## config.mk

```make
export PLATFORM = sky130hd
export DESIGN_NAME = dot_product_sequencer_flat
export DESIGN_NICKNAME = d
export VERILOG_FILES = /design/src/rtl/dot_product_sequencer_if.sv /design/src/rtl/dot_product_sequencer.sv /design/src/flat_wrapper.sv
export SDC_FILE = /design/constraint.sdc
export NUM_CORES = 1
export LEC_CHECK = 0
export BUFFER_PORTS_ARGS = -buffer_cell sky130_fd_sc_hd__clkbuf_2
export CAP_MARGIN = 20
export CELL_PAD_IN_SITES_DETAIL_PLACEMENT = 1
export CELL_PAD_IN_SITES_GLOBAL_PLACEMENT = 1
export CORE_MARGIN = 2
export CORE_UTILIZATION = 41
export DETAILED_ROUTE_END_ITERATION = 16
export PLACE_DENSITY = 0.91
export SYNTH_ARGS = -nofsm -noshare
export SYNTH_HDL_FRONTEND = slang
export SYNTH_SLANG_ARGS = --single-unit
export TNS_END_PERCENT = 20
```

## constraint.sdc

```tcl
create_clock -name clk -period 3.7 [get_ports clk]
set_input_delay 0.74 -clock clk [delete_from_list [all_inputs] [get_ports clk]]
set_output_delay 0.74 -clock clk [all_outputs]
set_load 0.05 [all_outputs]
```

## src/rtl/dot_product_sequencer_if.sv

```systemverilog
// Handshake bundle shared by the job sequencer, host control registers,
// dot-product core and output memory writer.
interface dot_product_sequencer_if #(
  parameter int ADDR_WIDTH   = 4,
  parameter int RESULT_WIDTH = 18
);
  logic                    start;
  logic [ADDR_WIDTH:0]     num_results;
  logic [ADDR_WIDTH-1:0]   base_addr;
  logic                    abort;
  logic                    dp_start;
  logic [ADDR_WIDTH-1:0]   dp_vec_index;
  logic [RESULT_WIDTH-1:0] dp_result;
  logic                    dp_valid;
  logic [RESULT_WIDTH-1:0] dot_product_result;
  logic                    result_valid;
  logic                    processing_done;
  logic                    writer_busy;
  logic                    writer_done;
  logic                    busy;
  logic                    done;
  logic [ADDR_WIDTH:0]     rows_written;
  logic                    error;

  // Sequencer side
  modport master (
    input  start, num_results, base_addr, abort,
    input  dp_result, dp_valid, writer_busy, writer_done,
    output dp_start, dp_vec_index, dot_product_result, result_valid,
    output processing_done, busy, done, rows_written, error
  );

  // Host / core / writer side
  modport slave (
    output start, num_results, base_addr, abort,
    output dp_result, dp_valid, writer_busy, writer_done,
    input  dp_start, dp_vec_index, dot_product_result, result_valid,
    input  processing_done, busy, done, rows_written, error
  );
endinterface

```

## src/rtl/dot_product_sequencer.sv

```systemverilog
// Job-level controller: issues one dot product per row and hands each result to the writer.
// Optional watchdog on the wait states is enabled by defining SEQ_TIMEOUT_EN.
module dot_product_sequencer #(
  parameter int DATA_WIDTH     = 8,
  parameter int VECTOR_WIDTH   = 4,
  parameter int ADDR_WIDTH     = 4,
  parameter int RESULT_WIDTH   = 2*DATA_WIDTH + $clog2(VECTOR_WIDTH),
  parameter int TIMEOUT_CYCLES = 64
) (
  input logic                     clk,
  input logic                     rst_n,
  dot_product_sequencer_if.master seq
);

  localparam int CW = ADDR_WIDTH + 1;

  typedef enum logic [3:0] {
    IDLE, ISSUE, WAIT_DP, PUSH, WAIT_BUSY, COMMIT, WAIT_DONE, NEXT, FINISH
  } state_t;

  state_t                  state_reg, state_next;
  logic [CW-1:0]           num_results_reg, num_results_next;
  logic [CW-1:0]           rows_written_reg, rows_written_next;
  logic [ADDR_WIDTH-1:0]   base_addr_reg, base_addr_next;
  logic [RESULT_WIDTH-1:0] result_reg, result_next;
  logic [CW-1:0]           rows_inc;
  logic                    timeout;

  assign rows_inc = rows_written_reg + CW'(1);

  always_ff @(posedge clk or negedge rst_n) begin
    if (!rst_n) begin
      state_reg        <= IDLE;
      num_results_reg  <= '0;
      rows_written_reg <= '0;
      base_addr_reg    <= '0;
      result_reg       <= '0;
    end else begin
      state_reg        <= state_next;
      num_results_reg  <= num_results_next;
      rows_written_reg <= rows_written_next;
      base_addr_reg    <= base_addr_next;
      result_reg       <= result_next;
    end
  end

  always_comb begin
    state_next        = state_reg;
    num_results_next  = num_results_reg;
    rows_written_next = rows_written_reg;
    base_addr_next    = base_addr_reg;
    result_next       = result_reg;
    // abort outranks every other transition, including the NEXT increment
    if (state_reg != IDLE && seq.abort) begin
      state_next = IDLE;
    end else begin
      case (state_reg)
        IDLE: begin
          if (seq.start) begin
            num_results_next  = seq.num_results;
            base_addr_next    = seq.base_addr;
            rows_written_next = '0;
            state_next        = (seq.num_results == '0) ? FINISH : ISSUE;
          end
        end
        ISSUE:   state_next = WAIT_DP;
        WAIT_DP: begin
          if (seq.dp_valid) begin
            result_next = seq.dp_result;
            state_next  = PUSH;
          end else if (timeout) begin
            state_next = IDLE;
          end
        end
        PUSH:      state_next = WAIT_BUSY;
        WAIT_BUSY: begin
          if (seq.writer_busy)  state_next = COMMIT;
          else if (timeout)     state_next = IDLE;
        end
        COMMIT:    state_next = WAIT_DONE;
        WAIT_DONE: begin
          if (seq.writer_done)  state_next = NEXT;
          else if (timeout)     state_next = IDLE;
        end
        NEXT: begin
          rows_written_next = rows_inc;
          state_next        = (rows_inc == num_results_reg) ? FINISH : ISSUE;
        end
        FINISH:  state_next = IDLE;
        default: state_next = IDLE;
      endcase
    end
  end

`ifdef SEQ_TIMEOUT_EN
  localparam int TO_W = $clog2(TIMEOUT_CYCLES + 1);

  logic [TO_W-1:0] to_cnt_reg, to_cnt_next;
  logic            error_reg, error_next;
  logic            in_wait, awaited;

  always_comb begin
    in_wait = 1'b0;
    awaited = 1'b0;
    case (state_reg)
      WAIT_DP:   begin in_wait = 1'b1; awaited = seq.dp_valid;    end
      WAIT_BUSY: begin in_wait = 1'b1; awaited = seq.writer_busy; end
      WAIT_DONE: begin in_wait = 1'b1; awaited = seq.writer_done; end
      default:   begin in_wait = 1'b0; awaited = 1'b0;            end
    endcase
  end

  // Counter restarts on every state change, so each wait gets a fresh budget
  assign timeout     = in_wait && !awaited && (to_cnt_reg == TO_W'(TIMEOUT_CYCLES - 1));
  assign to_cnt_next = (!in_wait || state_next != state_reg) ? '0 : to_cnt_reg + TO_W'(1);

  always_comb begin
    error_next = error_reg;
    if (state_reg == IDLE && seq.start)
      error_next = 1'b0;
    else if (timeout && !seq.abort)
      error_next = 1'b1;
  end

  always_ff @(posedge clk or negedge rst_n) begin
    if (!rst_n) begin
      to_cnt_reg <= '0;
      error_reg  <= 1'b0;
    end else begin
      to_cnt_reg <= to_cnt_next;
      error_reg  <= error_next;
    end
  end

  assign seq.error = error_reg;
`else
  assign timeout   = 1'b0;
  assign seq.error = 1'b0;
`endif

  assign seq.dp_start           = (state_reg == ISSUE);
  assign seq.result_valid       = (state_reg == PUSH);
  assign seq.processing_done    = (state_reg == COMMIT);
  assign seq.done               = (state_reg == FINISH);
  assign seq.busy               = (state_reg != IDLE) && (state_reg != FINISH);
  assign seq.dot_product_result = result_reg;
  assign seq.rows_written       = rows_written_reg;
  assign seq.dp_vec_index       = base_addr_reg + rows_written_reg[ADDR_WIDTH-1:0];

endmodule

```

## src/flat_wrapper.sv

```systemverilog
// flat-port wrapper written by rule: the top's interface ports become plain ports
module dot_product_sequencer_flat 
#(
  parameter int DATA_WIDTH     = 8,
  parameter int VECTOR_WIDTH   = 4,
  parameter int ADDR_WIDTH     = 4,
  parameter int RESULT_WIDTH   = 2*DATA_WIDTH + $clog2(VECTOR_WIDTH),
  parameter int TIMEOUT_CYCLES = 64
)
  (clk, rst_n, seq_start, seq_num_results, seq_base_addr, seq_abort, seq_dp_result, seq_dp_valid, seq_writer_busy, seq_writer_done, seq_dp_start, seq_dp_vec_index, seq_dot_product_result, seq_result_valid, seq_processing_done, seq_busy, seq_done, seq_rows_written, seq_error);
  dot_product_sequencer_if #(.ADDR_WIDTH(ADDR_WIDTH), .RESULT_WIDTH(RESULT_WIDTH)) seq_i ();
  input logic clk;
  input logic rst_n;
  input wire logic [$bits(seq_i.start)-1:0] seq_start;
  input wire logic [$bits(seq_i.num_results)-1:0] seq_num_results;
  input wire logic [$bits(seq_i.base_addr)-1:0] seq_base_addr;
  input wire logic [$bits(seq_i.abort)-1:0] seq_abort;
  input wire logic [$bits(seq_i.dp_result)-1:0] seq_dp_result;
  input wire logic [$bits(seq_i.dp_valid)-1:0] seq_dp_valid;
  input wire logic [$bits(seq_i.writer_busy)-1:0] seq_writer_busy;
  input wire logic [$bits(seq_i.writer_done)-1:0] seq_writer_done;
  output wire logic [$bits(seq_i.dp_start)-1:0] seq_dp_start;
  output wire logic [$bits(seq_i.dp_vec_index)-1:0] seq_dp_vec_index;
  output wire logic [$bits(seq_i.dot_product_result)-1:0] seq_dot_product_result;
  output wire logic [$bits(seq_i.result_valid)-1:0] seq_result_valid;
  output wire logic [$bits(seq_i.processing_done)-1:0] seq_processing_done;
  output wire logic [$bits(seq_i.busy)-1:0] seq_busy;
  output wire logic [$bits(seq_i.done)-1:0] seq_done;
  output wire logic [$bits(seq_i.rows_written)-1:0] seq_rows_written;
  output wire logic [$bits(seq_i.error)-1:0] seq_error;
  assign seq_i.start = seq_start;
  assign seq_i.num_results = seq_num_results;
  assign seq_i.base_addr = seq_base_addr;
  assign seq_i.abort = seq_abort;
  assign seq_i.dp_result = seq_dp_result;
  assign seq_i.dp_valid = seq_dp_valid;
  assign seq_i.writer_busy = seq_writer_busy;
  assign seq_i.writer_done = seq_writer_done;
  assign seq_dp_start = seq_i.dp_start;
  assign seq_dp_vec_index = seq_i.dp_vec_index;
  assign seq_dot_product_result = seq_i.dot_product_result;
  assign seq_result_valid = seq_i.result_valid;
  assign seq_processing_done = seq_i.processing_done;
  assign seq_busy = seq_i.busy;
  assign seq_done = seq_i.done;
  assign seq_rows_written = seq_i.rows_written;
  assign seq_error = seq_i.error;
  dot_product_sequencer #(.DATA_WIDTH(DATA_WIDTH), .VECTOR_WIDTH(VECTOR_WIDTH), .ADDR_WIDTH(ADDR_WIDTH), .RESULT_WIDTH(RESULT_WIDTH), .TIMEOUT_CYCLES(TIMEOUT_CYCLES)) u_core (.clk(clk), .rst_n(rst_n), .seq(seq_i));
endmodule
```

### Word level (Yosys, flattened, before mapping)

Index checks and enable logic that the tools add are counted.

| storage, ports and cells | value |
|---|---|
| register bits after elaboration | 36 |
| output and inout bits | 33 |
| logic and storage cells | 43 |

| operators by class | value |
|---|---|
| add/subtract/negate cells | 2 |
| eq/ne operators | 15 |
| multiplexer cells | 10 |
| bitwise gates (word level) | 1 |
| reduce and logical (&&, ||, !) cells | 10 |

Operators with widths:

| cell | count |
|---|---|
| 4-bit case mux with 8 select lines | 1 |
| 4-bit two-way mux | 7 |
| 4-bit by 3-bit equality test with 1-bit output, second input constant | 4 |
| 3-bit by 2-bit inequality test with 1-bit output, second input constant | 4 |
| 5-bit case mux with 2 select lines | 1 |
| 3-bit AND reduction | 3 |
| 4-bit by 2-bit equality test with 1-bit output, second input constant | 2 |
| 5-bit by 1-bit adder with 5-bit output, second input constant | 1 |
| 5-bit equality test | 1 |
| 5-bit zero test | 1 |
| 5-bit two-way mux | 1 |
| 4-bit adder | 1 |
| 4-bit by 1-bit equality test with 1-bit output, second input constant | 1 |
| 4-bit equality test, second input constant | 1 |
| 4-bit zero test | 1 |
| 4-bit inequality test, second input constant | 1 |
| 4-bit AND reduction | 1 |
| 4-bit nonzero test | 1 |
| 1-bit logical AND | 2 |
| 2-bit inequality test, second input constant | 1 |
| 2-bit nonzero test | 1 |
| 1-bit NOT | 1 |

### Depth between registers and ports, before layout

| depth | value |
|---|---|
| depth after elaboration | 5 |
| depth in mapped cells | 6 |
| mapped depth without buffers | 5 |

### Least setup slack after synthesis

OpenSTA, ideal clock, no wires.

| timing path | value |
|---|---|
| path kind | flip-flop to output port |
| from | register u_core.rows_written_reg[0] (netlist: u_core.seq.rows_written[0]) |
| to | output seq_dp_vec_index[2] |
| arrival time | 2.204 ns |
| data required time | 2.960 ns |
| setup slack | 0.756 ns |
| stages on the path, launching flop included | 5 |
| path buffers | 0 |
| path through | dfrtp_1 -> ha_1 -> inv_1 -> fa_1 -> xnor2_1 |

| on the way | value |
|---|---|
| longest elaborated chain between the ends | 1 |

RTL lines:

| element | RTL line | RTL |
|---|---|---|
| from (decl) | dot_product_sequencer.sv:23 | `logic [CW-1:0] rows_written_reg, rows_written_next;` |
| from (signal assigned) | dot_product_sequencer.sv:41 | `rows_written_reg <= rows_written_next;` |
| 4-bit adder | dot_product_sequencer.sv:148 | `assign seq.dp_vec_index = base_addr_reg + rows_written_reg[ADDR_WIDTH-1:0];` |
| to (decl) | flat_wrapper.sv:23 | `output wire logic [$bits(seq_i.dp_vec_index)-1:0] seq_dp_vec_index;` |

Every way passes these cells.

### Worst setup path in the final report

Ends and elaborated chain as after synthesis.

==> flow_summary.yaml <==
sta:
  finalSetupViolations: 0
  slew_violations: 0
  whs_ns: 0.5109
  tightest_slew_ns: 0.9133
  hold_violations: 0
  final.setup_skew_ns: 0.005089
  finalCriticalPeriod_ns: 2.597
  min_period_over_period_pct: 70.19
  max_freq_ghz: 0.3851
  finalSetupTns_ns: 0
  rsz0062_at_grt: "false"
  relSlewSlack_pct: 39.12
floorplan:
  ios: 67
  coreArea_sq_um: 4414
  die_y_um: 72.11
  placementRows: 24
  die-area_sq_um: 5199
  start_util_pct: 43.08
  dieWidth_um: 72.11
cts:
  h-tree-depth: 2
  cts_setup_buffers: 0
  root_buffer: "clkbuf_8"
  cts_resized: 0
  clkSlewWorstSetupHoldPaths_ns: 0.08
  cts_buffer_depth: 2
  cts_buffers: 5
  tritoncts: "yes"
  clock_latency_ns: 0.28
  postCtsHoldBufs: 0
  cts_sinks: 36
detailed_routing:
  via_per_inst: 5.213
  drc: 0
  first_pass_iters: 2
  drtIter0Drc: 36
  wl_per_cell_um: 16.23
  wl_um: 4415
  num_vias: 1418
  antenna_left: 0
worst_setup_path:
  cp.required_ns: 2.96
  cp_top_family: "adder cells"
  cp_cell_sequence: "ha_1 > inv_1 > fa_1 > xnor2_1 > clkbuf_2"
  cp.arrival_ns: 1.86
  cp_max_fo: 7
  critical-path-max-stage-delay_ns: 0.46
  start_kind: "flop"
  reg2reg_slack_ns: 1.88
  cp_num_buf_inv: 2
  reg2reg_depth: 4
  path_class: "reg2out"
  regToRegEndpoint: "u_core.seq.rows_written[3]"
  reg2reg_from: "u_core.state_reg[2]"
  crit_slowest_cell: "dfrtp_1"
  critPathCaptureType: "primary output"
layout:
  areaGrowthSynthToFinish_pct: 22.43
  n_antenna_cell: 0
  final_nets: 258
  fillerInstances: 500
  largest_reg_flops: 18
  layout.cells.non_filler: 272
  multi_input_area_sq_um: 920.9
  drive_gt1_share_pct: 49.55
  register_area_sq_um: 900.9
  fin_area_sq_um: 2328
  fin_util_pct: 52.75
placement:
  dp.cells: 264
  port_buffers: 65
  gp_congestion: 0.8454
  dp_hpwl_um: 3448
  dpl-instance-area_sq_um: 2231
grt:
  grt_max_degree: 37
  grt_pass1_wl_um: 7107
  grt_pass1_vias: 1459
  grtUsageTotal_pct: 17.54
  gr-total-overflow: 0
  grt_antenna_before_repair: 0
synth:
  synth_edf_count: 0
  avgSynthCellArea_sq_um: 12.35
  yosysMostFrequentCell: "dfrtp_1"
  synth_simple_gate_area_share_pct: 14.21
  syn_area_sq_um: 1902
  synth.area.mux_share_pct: 19.08
  seq_area_frac_synth_pct: 47.37
  synth_area_leaders: "dfrtp_1 47%, mux2_2 11%, mux2_4 7.9%, ha_1 2.6%, xnor2_1 2.3%"
  ys.warnings.count: 0
  synth_cell_type_count: 48
  synth_compound_area_share_pct: 6.645
  synth_flop_cell: "dfrtp_1"
  synth_nets: 193
  synthAdderAreaFrac_pct: 3.684
  synth_top_area_share_pct: 47.37
  synth_cells: 154
  netlist_top_cells_count: "36 x dfrtp_1, 18 x mux2_2, 10 x mux2_4"
  yosysTopAreaCell: "dfrtp_1"
  synth_top_family_by_area: "multiplexers"
  synthArstFlopShare_pct: 100.0
  yosys.area_share.xor_xnor_pct: 4.605
  ys_ff_latch: 36
worst_hold_path:
  hold_start: "u_core.seq.dot_product_result[17]"
  hold_depth: 1
  hold_path_end: "u_core.seq.dot_product_result[17]"
  min_path_type: "reg2reg"
power_and_ir_drop:
  powerDensity_nw_per_um2: 905.0
  peakVddDrop_uv: 506.9
  p_leak_uw: 0.001181
job:
  cap_violations: 0
run_status:
  status: "completed"
-- worst max-delay path by stage --
stage	from	to	slack (ns)	cells after the start
5_1_grt	u_core.seq.rows_written[0]	seq_dp_vec_index[2]	0.99	5
3_3_place_gp	u_core.seq.rows_written[0]	seq_dp_vec_index[2]	1.49	5
6_report	u_core.seq.rows_written[0]	seq_dp_vec_index[2]	1.10	5
4_1_cts	u_core.seq.rows_written[0]	seq_dp_vec_index[2]	1.08	5
2_1_floorplan	u_core.seq.rows_written[0]	seq_dp_vec_index[2]	0.76	4
3_5_place_dp	u_core.seq.rows_written[0]	seq_dp_vec_index[2]	1.39	5
-- cell usage in the layout (no fill, tap or decap), types with 2 or more instances in the layout --
cell / synthesis / final
nand2_1: 9 / 9
nor2b_1: 2 / 2
nor2_1: 7 / 7
nand4b_1: 2 / 2
nor3_1: 3 / 3
nand3_1: 5 / 5
o211ai_1: 2 / 2
clkbuf_2: 0 / 65
mux2_2: 18 / 18
a21o_1: 2 / 2
mux2_4: 10 / 10
xor2_1: 5 / 5
clkinvlp_4: 0 / 2
clkbuf_8: 0 / 6
xnor2_1: 5 / 5
inv_1: 5 / 5
dfrtp_1: 36 / 36
o21ai_0: 4 / 4
ha_1: 4 / 4
-- report_power, final --
group          switching [uW]  leakage (uW)  internal (uW)
clock network             149     0.0000434            151
registers                 127      0.000450            557
logic                     754      0.000687            369
total                    1030       0.00118           1080
-- area by class of cell --
type | instances | area share [%]
clock inverter | 2 | 0.6448
clock buffer | 6 | 3.546
multi-input combinational | 106 | 39.55
inverter | 5 | 0.8060
timing repair buffer | 65 | 13.97
sequential | 36 | 38.69
tap | 52 | 2.794
-- logic make-up after synthesis --
group                    count (synthesis)
AO/OA/AOI/OAI                           18
XOR/XNOR                                10
adder cells (fa/ha/maj)                  5
buffers and inverters                   12
flip-flops                              36
multiplexers                            29
other                                    1
AND/OR/NAND/NOR                         43
-- routing by layer --
| layer | GRT usage [%] | routed length (um) | share of wire, % |
|---|---|---|---|
| met5 | 0 | 0 | 0 |
| met4 | 4.403 | 17 | 0.39 |
| met3 | 7.222 | 350 | 7.9 |
| met2 | 27.73 | 2168 | 49 |
| met1 | 22.39 | 1879 | 43 |
-- metrics by stage --
step           power [uW]  worst slack (ns)
2_1_floorplan        1585            0.7558
3_3_place_gp         1783             1.493
3_5_place_dp         1823             1.389
4_1_cts              2130             1.076
5_1_grt              2216            0.9909
6_report             2107             1.103
Power figures use the tool's default switching activity.
